==> config.mk <==
export PLATFORM = sky130hd
export DESIGN_NAME = multi_trip_filter
export DESIGN_NICKNAME = d
export VERILOG_FILES = /design/src/rtl/multi_trip_filter.sv
export SDC_FILE = /design/constraint.sdc
export NUM_CORES = 1
export LEC_CHECK = 0
export ABC_AREA = 1
export CORE_MARGIN = 1.5
export CORE_UTILIZATION = 60
export CTS_CLUSTER_DIAMETER = 60
export DETAILED_ROUTE_END_ITERATION = 7
export DONT_BUFFER_PORTS = 1
export PLACE_DENSITY = 0.76
export REMOVE_ABC_BUFFERS = 1
export SYNTH_ARGS = -nofsm -noshare
export SYNTH_HDL_FRONTEND = slang
export SYNTH_SLANG_ARGS = --single-unit
==> constraint.sdc <==
create_clock -name clk -period 3.39 [get_ports clk]
set_clock_uncertainty 0.05 [all_clocks]
set_input_delay 0.678 -clock clk [delete_from_list [all_inputs] [get_ports clk]]
set_output_delay 0.678 -clock clk [all_outputs]
set_load 0.05 [all_outputs]
==> src/rtl/multi_trip_filter.sv <==
// multi_trip_filter: per-channel trip filter with sample counting, latched
// trips and first-fault capture (lowest channel index wins a tie).
// Optional feature macro: MULTI_TRIP_TIMESTAMP_EN adds a 32-bit trig counter
// whose value is captured into first_ts when the first trip is recorded.
// Without the macro, first_ts is tied to zero.
module multi_trip_filter #(
  parameter int NCH = 8,
  parameter int CW  = 4,
  localparam int IW = (NCH > 1) ? $clog2(NCH) : 1
) (
  input  logic           clk,
  input  logic           reset_n,
  input  logic           trig,
  input  logic [CW-1:0]  nof_cycle,
  input  logic           mode,
  input  logic [NCH-1:0] mask,
  input  logic           clear,
  input  logic [NCH-1:0] sig_in,
  output logic [NCH-1:0] trip_out,
  output logic           trip_any,
  output logic [IW-1:0]  first_ch,
  output logic           first_valid,
  output logic [31:0]    first_ts
);

  logic [CW-1:0]  cnt_q [NCH];
  logic [CW-1:0]  cnt_d [NCH];
  logic [NCH-1:0] trip_q, trip_d;
  logic           trip_any_q;
  logic [IW-1:0]  first_ch_q, first_ch_d;
  logic           first_valid_q, first_valid_d;
  logic [CW-1:0]  eff_n;
  logic [CW-1:0]  nxt;
  logic [NCH-1:0] new_trips;
  logic [IW-1:0]  low_idx;

`ifdef MULTI_TRIP_TIMESTAMP_EN
  logic [31:0] ts_q, ts_d;
  logic [31:0] first_ts_q, first_ts_d;
`endif

  // Next count and trip state per channel; clear discards the coincident sample.
  always_comb begin
    eff_n = (nof_cycle == '0) ? CW'(1) : nof_cycle;
    nxt   = '0;
    cnt_d = cnt_q;
    trip_d = trip_q;
    if (clear) begin
      for (int i = 0; i < NCH; i++) begin
        cnt_d[i] = '0;
      end
      trip_d = '0;
    end else if (trig) begin
      for (int i = 0; i < NCH; i++) begin
        if (mask[i]) begin
          cnt_d[i] = '0;
        end else if (!trip_q[i]) begin
          if (sig_in[i]) begin
            nxt = (cnt_q[i] == '1) ? cnt_q[i] : cnt_q[i] + 1'b1;
          end else begin
            nxt = mode ? '0 : cnt_q[i];
          end
          cnt_d[i] = nxt;
          if (nxt >= eff_n) begin
            trip_d[i] = 1'b1;
          end
        end
      end
    end
  end

  // First-fault capture: lowest-index newly tripping channel while none is held.
  always_comb begin
    new_trips = trip_d & ~trip_q;
    low_idx   = '0;
    for (int i = NCH - 1; i >= 0; i--) begin
      if (new_trips[i]) begin
        low_idx = IW'(i);
      end
    end
    first_ch_d    = first_ch_q;
    first_valid_d = first_valid_q;
    if (clear) begin
      first_ch_d    = '0;
      first_valid_d = 1'b0;
    end else if (!first_valid_q && (new_trips != '0)) begin
      first_ch_d    = low_idx;
      first_valid_d = 1'b1;
    end
  end

`ifdef MULTI_TRIP_TIMESTAMP_EN
  // Trig counter keeps running through clear; the capture takes the post-increment value.
  always_comb begin
    ts_d       = trig ? ts_q + 32'd1 : ts_q;
    first_ts_d = first_ts_q;
    if (clear) begin
      first_ts_d = '0;
    end else if (!first_valid_q && (new_trips != '0)) begin
      first_ts_d = ts_d;
    end
  end
`endif

  // State registers; reset overrides trig and clear.
  always_ff @(posedge clk) begin
    if (!reset_n) begin
      for (int i = 0; i < NCH; i++) begin
        cnt_q[i] <= '0;
      end
      trip_q        <= '0;
      trip_any_q    <= 1'b0;
      first_ch_q    <= '0;
      first_valid_q <= 1'b0;
`ifdef MULTI_TRIP_TIMESTAMP_EN
      ts_q          <= '0;
      first_ts_q    <= '0;
`endif
    end else begin
      cnt_q         <= cnt_d;
      trip_q        <= trip_d;
      trip_any_q    <= |trip_d;
      first_ch_q    <= first_ch_d;
      first_valid_q <= first_valid_d;
`ifdef MULTI_TRIP_TIMESTAMP_EN
      ts_q          <= ts_d;
      first_ts_q    <= first_ts_d;
`endif
    end
  end

  assign trip_out    = trip_q;
  assign trip_any    = trip_any_q;
  assign first_ch    = first_ch_q;
  assign first_valid = first_valid_q;
`ifdef MULTI_TRIP_TIMESTAMP_EN
  assign first_ts    = first_ts_q;
`else
  assign first_ts    = 32'd0;
`endif

endmodule
* After elaboration in Yosys (flattened, before gate mapping)
Cells that the tools add are included.
W data, S select, Z words.
** Cells by class
- Eq/ne operators :: 16
- Multiplexer cells :: 107
- $lt $le $gt $ge :: 8
- Bitwise gates (word level) :: 3
- Reductions and logical operators :: 14
- $add $sub $neg :: 8
** Operator list (count)
- $mux W4 :: 73
- $add A4 B1 Y4 const B :: 8
- $eq A4 B4 Y1 const B :: 8
- $ge A4 B4 Y1 :: 8
- $mux W1 :: 24
- $mux W3 :: 8
- $mux W8 :: 2
- $ne A2 B2 Y1 const B :: 8
- $reduce_and A2 Y1 :: 8
- $and A8 B8 Y8 :: 1
- $not A8 Y8 :: 1
- $reduce_bool A8 Y1 :: 1
- $reduce_or A8 Y1 :: 1
- $logic_not A4 Y1 :: 1
- $reduce_or A2 Y1 :: 1
- $logic_and A1 B1 Y1 :: 1
- $logic_not A1 Y1 :: 1
- $not A1 Y1 :: 1
** Word-level totals
- Word-level logic and storage cells :: 168
- Output and inout bits :: 45
- Flip-flop bits (word level) :: 45
- Input port bits :: 25

* Logic depth before layout (Yosys ltp)
- Depth in word-level cells :: 22
- Mapped depth :: 21
- Mapped depth without buffers :: 21

* Least setup slack after synthesis
OpenSTA, ideal clock, no wires.
- Kind :: in2reg
- Start :: input port mode
- End :: register first_ch_q[1] (netlist: first_ch[1])
- Setup time :: 0.114 ns
- Cell stages on the path :: 15
- Setup slack :: 0.819 ns
- Data required time :: 3.226 ns
- Arrival :: 2.407 ns
- Buffers on the path :: 1
- Path through :: inv_2 -> clkbuf_1 -> a21oi_1 -> a21oi_1 -> ha_1 -> a21oi_1 -> nand3_1 -> nand4_1 -> nand2_1 -> nor2_1 -> nand2_2 -> nand2_2 -> inv_2 -> o21ai_1 -> nor2_1
** On the way
- Cells in the longest elaborated chain, start to end :: 21
- Elaborated cells on any way between the ends :: 93
- Classes of those cells :: order compare (8); mux (82); bitwise (1); reduce/logical (2)
** RTL lines
- start: declaration :: RTL line 15 : input logic mode,
- $mux W4 :: RTL line 61 : nxt = mode ? '0 : cnt_q[i];
- $mux W4 :: RTL line 58 : if (sig_in[i]) begin
- $mux W4 :: RTL line 57 : end else if (!trip_q[i]) begin
- $mux W4 :: RTL line 55 : if (mask[i]) begin
- $mux W4 :: RTL line 53 : end else if (trig) begin
- $mux W4 :: RTL line 48 : if (clear) begin
- $ge A4 B4 Y1 :: RTL line 64 : if (nxt >= eff_n) begin
- $mux W1 :: RTL line 64
- $mux W1 :: RTL line 57
- $mux W1 :: RTL line 55
- $mux W8 * :: RTL line 53
- $mux W8 * :: RTL line 48
- $and A8 B8 Y8 * :: RTL line 74 : new_trips = trip_d & ~trip_q;
- $mux W3 (8 in series) :: RTL line 77 : if (new_trips[i]) begin
- end signal: assignment :: RTL line 123 : first_ch_q <= first_ch_d;
- end: declaration :: RTL line 30 : logic [IW-1:0] first_ch_q, first_ch_d;
Mark *: on every way between the ends. The rest lies on a longest branch, timed or not. The select of a mux whose other input is x is not followed.
A chain may end at the register's enable or synchronous reset.

* Worst setup path after layout
- Start :: register cnt_q[8] in the netlist's numbering
- End :: register first_ch_q[1] (netlist: first_ch[1])
** On the way
- Cells in the longest elaborated chain, start to end :: 20
- Elaborated cells on any way between the ends :: 24
- Classes of those cells :: add/sub (1); order compare (1); eq/ne (1); mux (18); bitwise (1); reduce/logical (2)
** RTL lines
- start: declaration :: RTL line 26 : logic [CW-1:0] cnt_q [NCH];
- start signal: assignment :: RTL line 120 : cnt_q <= cnt_d;
- $add A4 B1 Y4 or $eq A4 B4 Y1 (tied branches) :: RTL line 59 : nxt = (cnt_q[i] == '1) ? cnt_q[i] : cnt_q[i] + 1'b1;
- $mux W4 :: RTL line 59
- $mux W4 * :: RTL line 58
- $mux W4 * :: RTL line 57
- $mux W4 * :: RTL line 55
- $mux W4 * :: RTL line 53
- $mux W4 * :: RTL line 48
- $ge A4 B4 Y1 * :: RTL line 64
- $mux W1 * :: RTL line 64
- $mux W1 * :: RTL line 57
- $mux W1 * :: RTL line 55
- $mux W8 * :: RTL line 53
- $mux W8 * :: RTL line 48
- $and A8 B8 Y8 * :: RTL line 74
- $mux W3 (6 in series) :: RTL line 77
Marks and branches as above.

==> flow_summary.json <==
{
  "dpl.hpwl_um": 6180,
  "worst_pin_slew_ps": 1080,
  "antenna_found_initial": 0,
  "synth_cell_types": 29,
  "setup_violations": 0,
  "setup-tns-final_ps": 0,
  "endpoint_kind": "register",
  "ant_nets": 0,
  "criticalPathCategory": "register to register",
  "routedWlPerCell_um": 13.5,
  "coreArea_sq_um": 5890,
  "synth_area_sq_um": 3620,
  "final_cell_mix": "116 x nand2_1, 72 x a21oi_1, 53 x inv_1",
  "wl_um": 8340,
  "synth_mux_area_share_pct": 0,
  "critPathLaunchType": "register",
  "power_density_nw_per_um2": 349,
  "fmax_mhz": 375,
  "ys_ff_latch": 45,
  "netlist_instances": 539,
  "grt_pass1_wl_um": 13600,
  "grt_pass1_vias": 3129,
  "synth_xor_area_share_pct": 3.87,
  "synth_compound_area_share_pct": 16.1,
  "post_cts_buffers": 0,
  "synth_top_family_by_area": "simple AND/OR/NAND/NOR gates",
  "cts.clk_slew.worst_paths_ps": 90,
  "drive_above_1_share_pct": 4.43,
  "cts-hold-fix-buffers": 0,
  "dpl_cell_area_sq_um": 3570,
  "total_power_mw": 1.28,
  "synth_simple_gate_area_share_pct": 27.6,
  "final_common_cell": "nand2_1",
  "clock-root-buffer": "clkbuf_8",
  "yosysSeqAreaShare_pct": 24.9,
  "rows": 28,
  "maxSlewViolCount": 0,
  "die-area_sq_um": 6510,
  "synthAdderAreaFrac_pct": 13.8,
  "drt_iter0_drc": 134,
  "viasPerCell": 5.52,
  "period_share_pct": 78.6,
  "grt_max_degree": 33,
  "rsz0062_at_grt": "no",
  "finalHoldViolCount": 0,
  "layout-area-overhead-vs-synth_pct": 1.52,
  "p_leak_nw": 1.69,
  "relSlewSlack_pct": 28.2,
  "die_h_um": 80.7,
  "ys_warn_count": 0,
  "ioPinCount": 70,
  "cp.required_ps": 3540,
  "postLayoutCellArea_sq_um": 3670,
  "nets": 606,
  "status": "finished clean",
  "num_vias": 3408,
  "min_period_ps": 2670,
  "drc": 0,
  "gr-total-overflow": 0,
  "insertion_delay_ps": 300,
  "hold_class": "register to register",
  "antenna_cells": 0,
  "cts_tree": "yes",
  "cts_resized": 0,
  "die_w_um": 80.7,
  "grt_use_total_pct": 26.5,
  "cts-htree-levels": 2,
  "place_congestion": 0.884,
  "port_buffers": 0,
  "crit_path_max_fanout": 4,
  "vdd_drop_max_mv": 0.183,
  "cts-buffers-inserted": 5,
  "cts.sinks": 45,
  "first_pass_iters": 4,
  "start_util_pct": 61.5,
  "arrival_ps": 2820,
  "cap_violations": 0,
  "cts_buffer_depth": 2,
  "syn_avg_cell_area_sq_um": 6.72
}
state kept, by name, indices dropped and copies added (netlist names):
register,flops
first_ch,3
first_valid,1
cnt_q,32
trip_any,1
trip_out,8
cells in the mapped netlist:
cell | number | share of area (%)
xnor2_1 | 8 | 1.9
a21oi_1 | 72 | 10
inv_1 | 53 | 5.5
clkbuf_1 | 4 | 0.41
nand3_1 | 32 | 4.4
nor2_1 | 45 | 4.7
ha_1 | 40 | 14
nand2_1 | 116 | 12
buf_4 | 33 | 6.8
buf_2 | 1 | 0.14
nor2_4 | 2 | 0.62
a21oi_2 | 1 | 0.24
inv_2 | 3 | 0.31
a31o_2 | 1 | 0.24
nand4_1 | 14 | 2.4
xor2_1 | 8 | 1.9
conb_1 | 1 | 0.10
o21bai_1 | 6 | 1.2
nand4_2 | 2 | 0.69
o22ai_1 | 1 | 0.17
nand2_2 | 3 | 0.52
clkinv_1 | 1 | 0.10
o21ai_1 | 1 | 0.14
buf_6 | 1 | 0.31
dfxtp_1 | 45 | 25
o21ai_0 | 27 | 3.7
nor3_1 | 15 | 2.1
a31oi_1 | 2 | 0.35
nor2_2 | 1 | 0.17
power breakdown:
group	switching (mW)	internal (mW)	leakage (nW)
logic	0.239	0.0875	1.27
registers	0.0397	0.541	0.364
clock network	0.190	0.185	0.0542
area by class of cell:
class | count | area (sq um)
inverters | 57 | 214
multi-input cells | 429 | 2340
fillers | 567 | 2210
repair buffers | 3 | 22.5
well taps | 75 | 93.8
flip-flops and latches | 45 | 901
clock buffers | 7 | 96.3
clock inverters | 1 | 5.00
critical path: stages, from the launching register on:
cell	delay, ps
dfxtp_1	350
ha_1	230
nand3_1	90
nand2_1	90
inv_1	100
nor2_1	40
nor3_1	260
ha_1	310
inv_1	60
o21bai_1	50
nand3_1	60
nand3_1	90
nand4_1	140
nand2_1	80
nor2_1	170
nand2_2	80
nand2_2	80
inv_2	50
o21ai_1	120
nor2_1	60
cell families (layout without fill, tap and decap cells):
| logic type | after synthesis | after routing |
|---|---|---|
| xor gates and xnor gates | 16 | 16 |
| DFF | 45 | 45 |
| AOI/OAI and AO/OA | 111 | 111 |
| buffers and inverters | 96 | 68 |
| adders and majority gates | 40 | 40 |
| and+or+nand+nor | 230 | 230 |
| other | 1 | 32 |
layer usage:
metal | wire length (um) | vias up | share of wire, % | track usage (%)
met5 | 0 | - | 0 | 0
met1 | 3750 | 1561 | 45 | 32.3
met4 | 112 | 0 | 1.3 | 7.07
met2 | 3910 | 91 | 47 | 46.4
met3 | 566 | 9 | 6.8 | 6.14
li1 | - | 1747 | - | -
worst paths after layout:
| kind | cells past startpoint | slack (ps) | end | from |
|---|---|---|---|---|
| hold / removal | 2 | 450 | cnt_q[16] | cnt_q[16] |
| hold reg to reg | 2 | 450 | cnt_q[16] | cnt_q[16] |
| setup / recovery | 19 | 720 | first_ch[1] | cnt_q[8] |
| setup reg to reg | 19 | 720 | first_ch[1] | cnt_q[8] |
through the flow:
step	setup WS, ps	cells	hold slack (ps)	util [%]
after floorplan	880	531	426	-
after global routing	488	617	487	62.4
after global placement	591	609	440	60.7
final	725	617	455	62.4
after CTS	736	617	457	62.4
after detailed placement	473	609	445	60.7
No activity file was read; power rests on OpenSTA's default activity.
